===== src/rtl/tone_pkg.sv =====
// Shared types, note-period helpers and the song table for the tone sequencer.
// The table is read by note_rom; the top also uses the state enum.
package tone_pkg;

  localparam int unsigned TONE_CNT_W = 24;
  localparam int unsigned TONE_DUR_W = 10;

  typedef enum logic [2:0] {
    ST_IDLE,
    ST_FETCH,
    ST_LOAD,
    ST_PLAY,
    ST_GAP
  } tone_state_e;

  typedef enum logic [3:0] {
    C4, D4, E4, F4, G4, A4, B4,
    C5, D5, E5, F5, G5, A5, B5
  } note_e;

  localparam logic [TONE_CNT_W-1:0] REST    = '0;
  localparam logic [TONE_DUR_W-1:0] END_DUR = '0;

  typedef struct packed {
    logic [TONE_CNT_W-1:0] period;
    logic [TONE_DUR_W-1:0] dur;
  } note_entry_t;

  function automatic int unsigned note_hz(input note_e n);
    case (n)
      C4: return 262;
      D4: return 294;
      E4: return 330;
      F4: return 349;
      G4: return 392;
      A4: return 440;
      B4: return 494;
      C5: return 523;
      D5: return 587;
      E5: return 659;
      F5: return 698;
      G5: return 784;
      A5: return 880;
      default: return 988;
    endcase
  endfunction

  // Half-period count for a square wave; clamped to 1 so a real note never reads as a rest.
  function automatic logic [TONE_CNT_W-1:0] note_period(input int unsigned clk_hz, input note_e n);
    int unsigned p;
    p = clk_hz / (2 * note_hz(n));
    if (p == 0) p = 1;
    return TONE_CNT_W'(p);
  endfunction

  function automatic note_entry_t mk_entry(input int unsigned period, input int unsigned dur);
    note_entry_t e;
    e.period = TONE_CNT_W'(period);
    e.dur    = TONE_DUR_W'(dur);
    return e;
  endfunction

  function automatic note_entry_t song_entry(input int unsigned clk_hz, input int unsigned song,
                                             input int unsigned idx);
    note_entry_t e;
    logic [3:0]  nsel;
    e.period = REST;
    e.dur    = END_DUR;
    nsel     = idx[3:0];
    case (song)
      0: begin
        if (idx == 0) e = mk_entry(1000, 3);
        else if (idx == 1) e = mk_entry(0, 2);
      end
      1: e = mk_entry((idx == 5) ? 0 : 200 + 37 * idx, 1 + idx % 3);
      2: begin
        if (idx < 14) begin
          e.period = note_period(clk_hz, note_e'(nsel));
          e.dur    = TONE_DUR_W'(1);
        end
      end
      default: begin
        if (idx == 0) e = mk_entry(500, 2);
        else if (idx == 1) e = mk_entry(700, 2);
      end
    endcase
    return e;
  endfunction

endpackage


===== src/rtl/note_rom.sv =====
// Synchronous song table: address {song, note index} -> {period, dur}, one-cycle read latency.
module note_rom
  import tone_pkg::*;
#(
  parameter int CLK_HZ    = 100_000_000,
  parameter int NUM_NOTES = 16,
  parameter int CNT_W     = 24,
  parameter int DUR_W     = 10
) (
  input  logic                             clk_i,
  input  logic [$clog2(NUM_NOTES)+1:0]     addr_i,
  output logic [CNT_W+DUR_W-1:0]           data_o
);

  localparam int DEPTH = 4 * NUM_NOTES;

  logic [CNT_W+DUR_W-1:0] rom [DEPTH];
  logic [CNT_W+DUR_W-1:0] data_q;

  for (genvar gi = 0; gi < DEPTH; gi++) begin : g_rom
    localparam note_entry_t E = song_entry(CLK_HZ, int'(gi / NUM_NOTES), int'(gi % NUM_NOTES));
    assign rom[gi] = {CNT_W'(E.period), DUR_W'(E.dur)};
  end

  always_ff @(posedge clk_i) begin
    data_q <= rom[addr_i];
  end

  assign data_o = data_q;

endmodule


===== src/rtl/tone_sequencer.sv =====
// Melody controller: steps the song table and drives the divider MAXCOUNT and tone gate.
// Define TONE_SEQ_GAP_EN to insert a silent gap of GAP_TICKS ticks after every note.
module tone_sequencer
  import tone_pkg::*;
#(
  parameter int CLK_HZ    = 100_000_000,
  parameter int TICK_HZ   = 1000,
  parameter int NUM_NOTES = 16,
  parameter int CNT_W     = 24,
  parameter int DUR_W     = 10,
  parameter int GAP_TICKS = 20
) (
  input  logic                         clk_i,
  input  logic                         rst_i,
  input  logic                         start_i,
  input  logic                         stop_i,
  input  logic                         loop_i,
  input  logic [1:0]                   song_sel_i,
  output logic [CNT_W-1:0]             maxcount_o,
  output logic                         tone_en_o,
  output logic                         busy_o,
  output logic [$clog2(NUM_NOTES)-1:0] note_idx_o,
  output logic                         done_o
);

  localparam int IDX_W    = $clog2(NUM_NOTES);
  localparam int TICK_DIV = CLK_HZ / TICK_HZ;
  localparam int PRE_W    = (TICK_DIV > 1) ? $clog2(TICK_DIV) : 1;

  tone_state_e            state_q;
  logic [1:0]             song_q;
  logic [IDX_W-1:0]       idx_q;
  logic [CNT_W-1:0]       maxcount_q;
  logic                   tone_en_q;
  logic                   busy_q;
  logic                   done_q;
  logic [PRE_W-1:0]       pre_q;
  logic [DUR_W-1:0]       tick_cnt_q;
  logic [DUR_W-1:0]       dur_q;

  logic [CNT_W+DUR_W-1:0] rom_data;
  logic [CNT_W-1:0]       rom_period;
  logic [DUR_W-1:0]       rom_dur;
  logic                   tick;
  logic                   span_done;
  logic                   last_idx;

  note_rom #(
    .CLK_HZ   (CLK_HZ),
    .NUM_NOTES(NUM_NOTES),
    .CNT_W    (CNT_W),
    .DUR_W    (DUR_W)
  ) u_note_rom (
    .clk_i (clk_i),
    .addr_i({song_q, idx_q}),
    .data_o(rom_data)
  );

  assign {rom_period, rom_dur} = rom_data;
  assign tick      = (pre_q == PRE_W'(TICK_DIV - 1));
  // dur_q holds the length of the current timed span (note, or gap when enabled).
  assign span_done = tick && (tick_cnt_q == dur_q - 1'b1);
  assign last_idx  = (idx_q == IDX_W'(NUM_NOTES - 1));

  always_ff @(posedge clk_i) begin
    if (rst_i) begin
      state_q    <= ST_IDLE;
      song_q     <= '0;
      idx_q      <= '0;
      maxcount_q <= '0;
      tone_en_q  <= 1'b0;
      busy_q     <= 1'b0;
      done_q     <= 1'b0;
      pre_q      <= '0;
      tick_cnt_q <= '0;
      dur_q      <= '0;
    end else if (stop_i) begin
      state_q   <= ST_IDLE;
      tone_en_q <= 1'b0;
      busy_q    <= 1'b0;
      done_q    <= 1'b0;
    end else begin
      done_q <= 1'b0;
      if (state_q == ST_PLAY || state_q == ST_GAP) begin
        if (tick) begin
          pre_q      <= '0;
          tick_cnt_q <= tick_cnt_q + 1'b1;
        end else begin
          pre_q <= pre_q + 1'b1;
        end
      end
      case (state_q)
        ST_IDLE: begin
          if (start_i) begin
            state_q <= ST_FETCH;
            song_q  <= song_sel_i;
            idx_q   <= '0;
            busy_q  <= 1'b1;
          end
        end
        ST_FETCH: state_q <= ST_LOAD;
        ST_LOAD: begin
          if (rom_dur == '0) begin
            if (loop_i) begin
              idx_q   <= '0;
              state_q <= ST_FETCH;
            end else begin
              state_q   <= ST_IDLE;
              busy_q    <= 1'b0;
              tone_en_q <= 1'b0;
              done_q    <= 1'b1;
            end
          end else begin
            state_q    <= ST_PLAY;
            maxcount_q <= rom_period;
            tone_en_q  <= (rom_period != '0);
            dur_q      <= rom_dur;
            pre_q      <= '0;
            tick_cnt_q <= '0;
          end
        end
        ST_PLAY: begin
          if (span_done) begin
            // Preload the gap span; the legato build moves straight to the next note.
            dur_q      <= DUR_W'(GAP_TICKS);
            pre_q      <= '0;
            tick_cnt_q <= '0;
`ifdef TONE_SEQ_GAP_EN
            state_q    <= ST_GAP;
            tone_en_q  <= 1'b0;
`else
            if (!last_idx) begin
              idx_q   <= idx_q + 1'b1;
              state_q <= ST_FETCH;
            end else if (loop_i) begin
              idx_q   <= '0;
              state_q <= ST_FETCH;
            end else begin
              state_q   <= ST_IDLE;
              busy_q    <= 1'b0;
              tone_en_q <= 1'b0;
              done_q    <= 1'b1;
            end
`endif
          end
        end
`ifdef TONE_SEQ_GAP_EN
        ST_GAP: begin
          if (span_done) begin
            if (!last_idx) begin
              idx_q   <= idx_q + 1'b1;
              state_q <= ST_FETCH;
            end else if (loop_i) begin
              idx_q   <= '0;
              state_q <= ST_FETCH;
            end else begin
              state_q   <= ST_IDLE;
              busy_q    <= 1'b0;
              tone_en_q <= 1'b0;
              done_q    <= 1'b1;
            end
          end
        end
`endif
        default: state_q <= ST_IDLE;
      endcase
    end
  end

  assign maxcount_o = maxcount_q;
  assign tone_en_o  = tone_en_q;
  assign busy_o     = busy_q;
  assign note_idx_o = idx_q;
  assign done_o     = done_q;

endmodule


===== config.mk =====
export PLATFORM = sky130hd
export DESIGN_NAME = tone_sequencer
export DESIGN_NICKNAME = d
export VERILOG_FILES = /design/src/rtl/tone_pkg.sv /design/src/rtl/note_rom.sv /design/src/rtl/tone_sequencer.sv
export SDC_FILE = /design/constraint.sdc
export NUM_CORES = 1
export LEC_CHECK = 0
export CAP_MARGIN = 10
export CORE_AREA = 2 2 97 99
export DETAILED_ROUTE_END_ITERATION = 10
export DIE_AREA = 0 0 99 101
export GPL_ROUTABILITY_DRIVEN = 0
export PLACE_DENSITY = 0.88
export SYNTH_ARGS = -nofsm -noshare
export SYNTH_HDL_FRONTEND = slang
export SYNTH_HIERARCHICAL = 1
export SYNTH_SLANG_ARGS = --single-unit

===== constraint.sdc =====
create_clock -name clk_i -period 3.6 [get_ports clk_i]
set_clock_uncertainty 0.15 [all_clocks]
set_input_delay 0.72 -clock clk_i [delete_from_list [all_inputs] [get_ports clk_i]]
set_output_delay 0.72 -clock clk_i [all_outputs]
set_load 0.01 [all_outputs]

==> results.cfg, run 1 <==
[sta]
fin_crit_sh = 0.7916
slew_violations = 0
maxSlewHeadroom = 0.4960
period_needed_ns = 2.850
worst_pin_slew_ns = 0.7560
fmax_mhz = 350.9
tns_ns = 0
setup-violations-final = 0
final_hold_viol_count = 0
rsz0062_at_grt = no

[finish]
seqCellArea_mm2 = 0.001842
final_layout_size_suffix_gt1_frac = 0.06815
insertedDiodeCount = 0
multiInputGateArea_mm2 = 0.003048
fillers = 737
final_cell_area_mm2 = 0.005737
area_delta_synth_final_pct = 9.820
nets = 693

[power]
peakVddDrop_v = 0.0001658
p_sw_uw = 467.8
leakage_uw = 0.001998
powerDensity_mw_per_mm2 = 327.2
combPwrFrac = 0.067
clkPwrFrac = 0.372
sw_frac_of_total = 0.2492
pwr-share-seq = 0.561
intPower_uw = 1409

[worst_setup_path]
crit_chain = or4_4 > nor4_4 > o2111ai_1 > a2111oi_4 > a21oi_4 > nor2_2 > o221a_2
reg2reg_slack_ns = 0.75
start_kind = flip-flop
cp_top_family = simple AND/OR/NAND/NOR gates
worst-r2r-cell-count = 7
max_stage_delay_ns = 0.59
endpoint_kind = flip-flop
reg2reg_from = dur_q[3]$_SDFFE_PP0P_
critPathArrivalTime_ns = 3.00
critical_path_class = flip-flop to flip-flop
critPathSlowestCell = or4_4
cp.required_ns = 3.75
crit_buf_inv = 0
regToRegEndpoint = dur_q[2]$_SDFFE_PP0P_
crit_fanout = 11

[clocking]
cts_inserted_buffers = 9
cts.clk_slew.worst_paths_ns = 0.09
cts_setup_buffers = 0
cts_resized = 0
clk_path_buf_depth = 2
clkSinkCount = 92
cts_tree = built
cts_hold_buf = 0
clock_latency_ns = 0.37
cts-root-buf = clkbuf_8
h-tree-depth = 3

[logic_synthesis]
yosys.area_share.simple = 0.2419
synth_top_flop_cell = dfxtp_1
synth-xor-area-share = 0.03856
ys_seq_area_frac = 0.3526
synth.area.top_cells = dfxtp_1 35%, nand2_1 6.9%, a21oi_1 6.2%
synth_cells = 656
yosys-top-cells-count = 96 x nand2_1, 92 x dfxtp_1, 65 x a21oi_1
yosys_register_bits = 92
synth_compound_area_frac = 0.2369
synthesis.area_mm2 = 0.005224
synth_edf_count = 0
synth_fa_ha_area_frac = 0.03832
ys.warnings.count = 6
syn_avg_cell_area_um2 = 7.963
synth_top_area_share = 0.3526
synth.area.mux_share = 0.01772
synth_most_common_cell = nand2_1
yosys.cell_types.count = 79
synth_top_family_by_area = simple AND/OR/NAND/NOR gates
async_flop_share = 0
yosysTopAreaCell = dfxtp_1

[hold_path]
min_from = u_note_rom/data_o[1]$_DFF_P_
hold_depth = 2
worstHoldEndpoint = dur_q[1]$_SDFFE_PP0P_
worstHoldPathType = flip-flop to flip-flop

[floorplan]
core_area_mm2 = 0.008977
rows = 35
die_x_um = 99
dieArea_mm2 = 0.009999
initial_utilization = 0.5819
ios = 38
die_h_um = 101

[job]
cap_violations = 0

[grt]
grt_overflow_total = 0
grt_pass1_wl_mm = 21.25
grtUsageMet1 = 0.3286
antenna_found_initial = 0
track_usage = 0.2584
grt_max_degree = 54
top_usage_layer = met2
grt_use_met2 = 0.4236
groute.layer.met3.usage = 0.04230
grt_pass1_vias = 4546

[route]
drt-initial-drc-count = 436
dr.pass1.iters = 5
wl_per_cell_um = 16.28
drc = 0
ant_nets = 0
via_per_inst = 6.288
via_count = 4942
wirelength_mm = 12.80

[run_status]
status = complete, no violations

[placement]
dpl_cell_area_mm2 = 0.005537
hpwlAfterDp_mm = 9.102
place.port_buffers = 37
how the worst max path moves through the flow:
stage                                startpoint                    endpoint  cells after the start
final                     dur_q[3]$_SDFFE_PP0P_       dur_q[2]$_SDFFE_PP0P_                      7
after detailed placement                 stop_i      pre_q[16]$_SDFFE_PP0N_                      6
after global placement                   stop_i      pre_q[16]$_SDFFE_PP0N_                      6
after floorplan           dur_q[3]$_SDFFE_PP0P_  note_idx_o[2]$_SDFFE_PP0P_                      8
after CTS                 dur_q[3]$_SDFFE_PP0P_       dur_q[4]$_SDFFE_PP0P_                      7
after global routing      pre_q[0]$_SDFFE_PP0N_       dur_q[4]$_SDFFE_PP0P_                      8
per-layer routing:
layer	routed length [um]	up-vias
met4	410	0
met3	824	43
met5	0	-
li1	-	2371
met2	6121	224
met1	5442	2304
sequential cells by signal, indices dropped and copies added, names as in the netlist:
name               count
pre_q                 17
state_q                2
u_note_rom/data_o     20
tick_cnt_q            10
busy_o                 1
song_q                 2
tone_en_o              1
note_idx_o             4
maxcount_o            24
done_o                 1
dur_q                 10
layout make-up:
type | count | area share
clock buffers | 10 | 0.02225
inverters | 18 | 0.01178
multi-input cells | 502 | 0.5313
clock inverters | 6 | 0.01265
flip-flops and latches | 92 | 0.3210
well taps | 111 | 0.02421
repair buffers | 47 | 0.07677
cell usage in the layout, fill, tap and decap left out, types with 3 or more instances in the layout:
master           Yosys  layout
o22ai_1              5       5
xor2_1              12      12
nor2_1              40      40
o21ai_0             30      30
dfxtp_1             92      92
o21ai_1              3       3
a31oi_1             20      20
nand3_1             13      13
nor2b_1              8       8
buf_4               16      10
a311oi_1             4       4
a211oi_1             7       7
and2_1               3       3
and3_1              13      13
clkdlybuf4s50_1      0      36
nand2b_1            12      12
inv_1               15      15
nand4_1              8       8
clkinv_4             0       3
o211ai_1             6       6
o32ai_1              3       3
xnor2_1             11      11
a22o_1               5       5
nand2_1             96      96
nor4_1              15      15
mux2i_1              7       7
clkbuf_8             0       9
conb_1               1      14
or3_1                7       7
ha_1                16      16
nor3_1              21      21
a221oi_1             4       4
a21oi_1             65      65
o21bai_1             4       4
stage by stage:
step	util	setup slack, ns	cells	power, uW	hold slack, ns
2_1_floorplan	-	1.027	669	1172	0.2815
3_3_place_gp	0.6167	0.8170	770	1193	0.2895
3_5_place_dp	0.6167	0.6550	770	1198	0.2961
4_1_cts	0.6390	0.7567	786	1884	0.2938
5_1_grt	0.6390	0.4871	786	1948	0.3165
6_report	0.6390	0.7502	786	1877	0.2993
worst reg2reg max path, stage by stage (launching register included):
cell	delay, ns
dfxtp_1	0.40
or4_4	0.59
nor4_4	0.29
o2111ai_1	0.19
a2111oi_4	0.36
a21oi_4	0.16
nor2_2	0.39
o221a_2	0.27
kinds of logic (layout without fill, tap and decap cells):
logic type,Yosys count,after routing
buf+inv,75,81
simple gates,254,254
xor+xnor,23,23
fa+ha+maj,16,16
compound gates,187,187
mux,8,8
other cells,1,14
flops,92,92
power groups by stage:
stage	clock, uW	combinational [uW]	sequential [uW]
2_1_floorplan	0	103	1070
3_3_place_gp	0	117	1080
3_5_place_dp	0	122	1080
4_1_cts	710	122	1050
5_1_grt	754	138	1060
6_report	698	126	1050
No activity file was read; power rests on OpenSTA's default activity.
==> inputs of run 2 (changes only) <==
- clock period: 3.6 -> 2.89 ns (I/O delays scaled with it)
==> results.cfg, run 2 (synthesis results as in run 1) <==
[hold_path]
worstHoldPathType = flip-flop to flip-flop

[route]
dr.pass1.iters = 8
drt-initial-drc-count = 464
via_count = 5084
drc = 0
wirelength_mm = 13.12
ant_nets = 0
wl_per_cell_um = 16.47
via_per_inst = 6.379

[clocking]
clk_path_buf_depth = 2
cts.clk_slew.worst_paths_ns = 0.09
cts_tree = built
cts_hold_buf = 0
cts-root-buf = clkbuf_8
h-tree-depth = 3
clkSinkCount = 92
clock_latency_ns = 0.36
cts_inserted_buffers = 9

[finish]
fillers = 680
seqCellArea_mm2 = 0.001844
multiInputGateArea_mm2 = 0.003077
insertedDiodeCount = 0
layout_commonest_cell = nand2_1
final_cell_mix = 96 x nand2_1, 90 x dfxtp_1, 65 x a21oi_1, 40 x nor2_1, 36 x clkdlybuf4s50_1
largest_register_ffs = 24
nets = 704
final_layout_size_suffix_gt1_frac = 0.09475
final_cell_area_mm2 = 0.005881
area_delta_synth_final_pct = 12.57

[worst_setup_path]
crit_fanout = 7
max_stage_delay_ns = 0.55
cp.required_ns = 2.98
start_kind = flip-flop
critPathSlowestCell = or4_4
crit_chain = or4_4 > nor4_4 > nor2_1 > nor4_2 > a41oi_2 > or3_4 > o221a_1
critPathArrivalTime_ns = 2.88
critical_path_class = flip-flop to flip-flop
endpoint_kind = flip-flop

[run_status]
status = complete, no violations

[sta]
period_needed_ns = 2.781
timing.hold.ws_ns = 0.3049
fin_crit_sh = 0.9623
setup-violations-final = 0
maxSlewHeadroom = 0.5226
final_hold_viol_count = 0
worst_pin_slew_ns = 0.7095
slew_violations = 0
fmax_mhz = 359.6

[floorplan]
die_h_um = 101
ios = 38
rows = 35
die_x_um = 99
initial_utilization = 0.5819
core_area_mm2 = 0.008977
dieArea_mm2 = 0.009999

[grt]
grt_pass1_wl_mm = 21.82
grt_pass1_vias = 4694
grt_max_degree = 38
grt_overflow_total = 0
antenna_found_initial = 0
track_usage = 0.2617

[power]
powerDensity_mw_per_mm2 = 419.9
peakVddDrop_v = 0.0002978
finalPower_uw = 2469
leakage_uw = 0.002079

[placement]
hpwlAfterDp_mm = 9.499
dpl_cell_area_mm2 = 0.005612
place.port_buffers = 37

[job]
cap_violations = 0
run 2: cell count changes in the layout (fill, tap and decap cells not counted), moves of 2 or more:
cell	delta
clkinv_4	-2
dfxtp_2	+2
dfxtp_1	-2
nor4_1	-2
inv_6	+2
nor4_2	+2
buf_4	+11
run 2: repair_timing:
action,in CTS,in global routing
setup endpoints to repair,0,12
setup buffers,0,1
endpoints found under the hold margin,0,0
gates resized for setup,0,7
run 2: report_power, final:
| part | internal, uW | switching [uW] |
|---|---|---|
| logic | 63.0 | 104 |
| registers | 1290 | 22.7 |
| clock network | 504 | 485 |
| total | 1860 | 612 |
run 2: final cells by class:
class                   count  share of cell area
clock buffers               9             0.02106
clock inverters             7             0.01809
inverters                  18             0.01149
multi-input cells         502              0.5232
flip-flops and latches     92              0.3136
well taps                 111             0.02362
repair buffers             58             0.08894
run 2: worst max-delay path: cells and delay by family, from the launching register on:
kind | cells | cell delay (ns)
AND/OR/NAND/NOR | 5 | 1.65
flip-flops | 1 | 0.37
AO/OA/AOI/OAI | 2 | 0.50
run 2: metal layers:
layer | part of all wire | wire, um | global-route usage
met5 | 0 | 0 | 0
met4 | 0.033 | 427 | 0.1043
met3 | 0.065 | 849 | 0.04785
met2 | 0.48 | 6355 | 0.4324
met1 | 0.42 | 5491 | 0.3391
run 2: stage by stage:
stage / instances / setup slack, ns / setup TNS (ns) / utilization
floorplan: 669 / 0.3167 / 0 / -
CTS: 796 / 0.05296 / 0 / 0.6507
detailed placement: 780 / 0.07118 / 0 / 0.6251
global route: 797 / -0.04304 / -0.2214 / 0.6551
global placement: 780 / 0.2094 / 0 / 0.6251
finish: 797 / 0.1091 / 0 / 0.6551
run 2: worst paths after layout:
kind / from / endpoint / slack [ns] / depth (start not counted)
setup / recovery: dur_q[4]$_SDFFE_PP0P_ / note_idx_o[2]$_SDFFE_PP0P_ / 0.11 / 7
hold / removal: u_note_rom/data_o[0]$_DFF_P_ / dur_q[0]$_SDFFE_PP0P_ / 0.30 / 2
setup reg to reg: dur_q[4]$_SDFFE_PP0P_ / note_idx_o[2]$_SDFFE_PP0P_ / 0.11 / 7
hold reg to reg: u_note_rom/data_o[0]$_DFF_P_ / dur_q[0]$_SDFFE_PP0P_ / 0.30 / 2
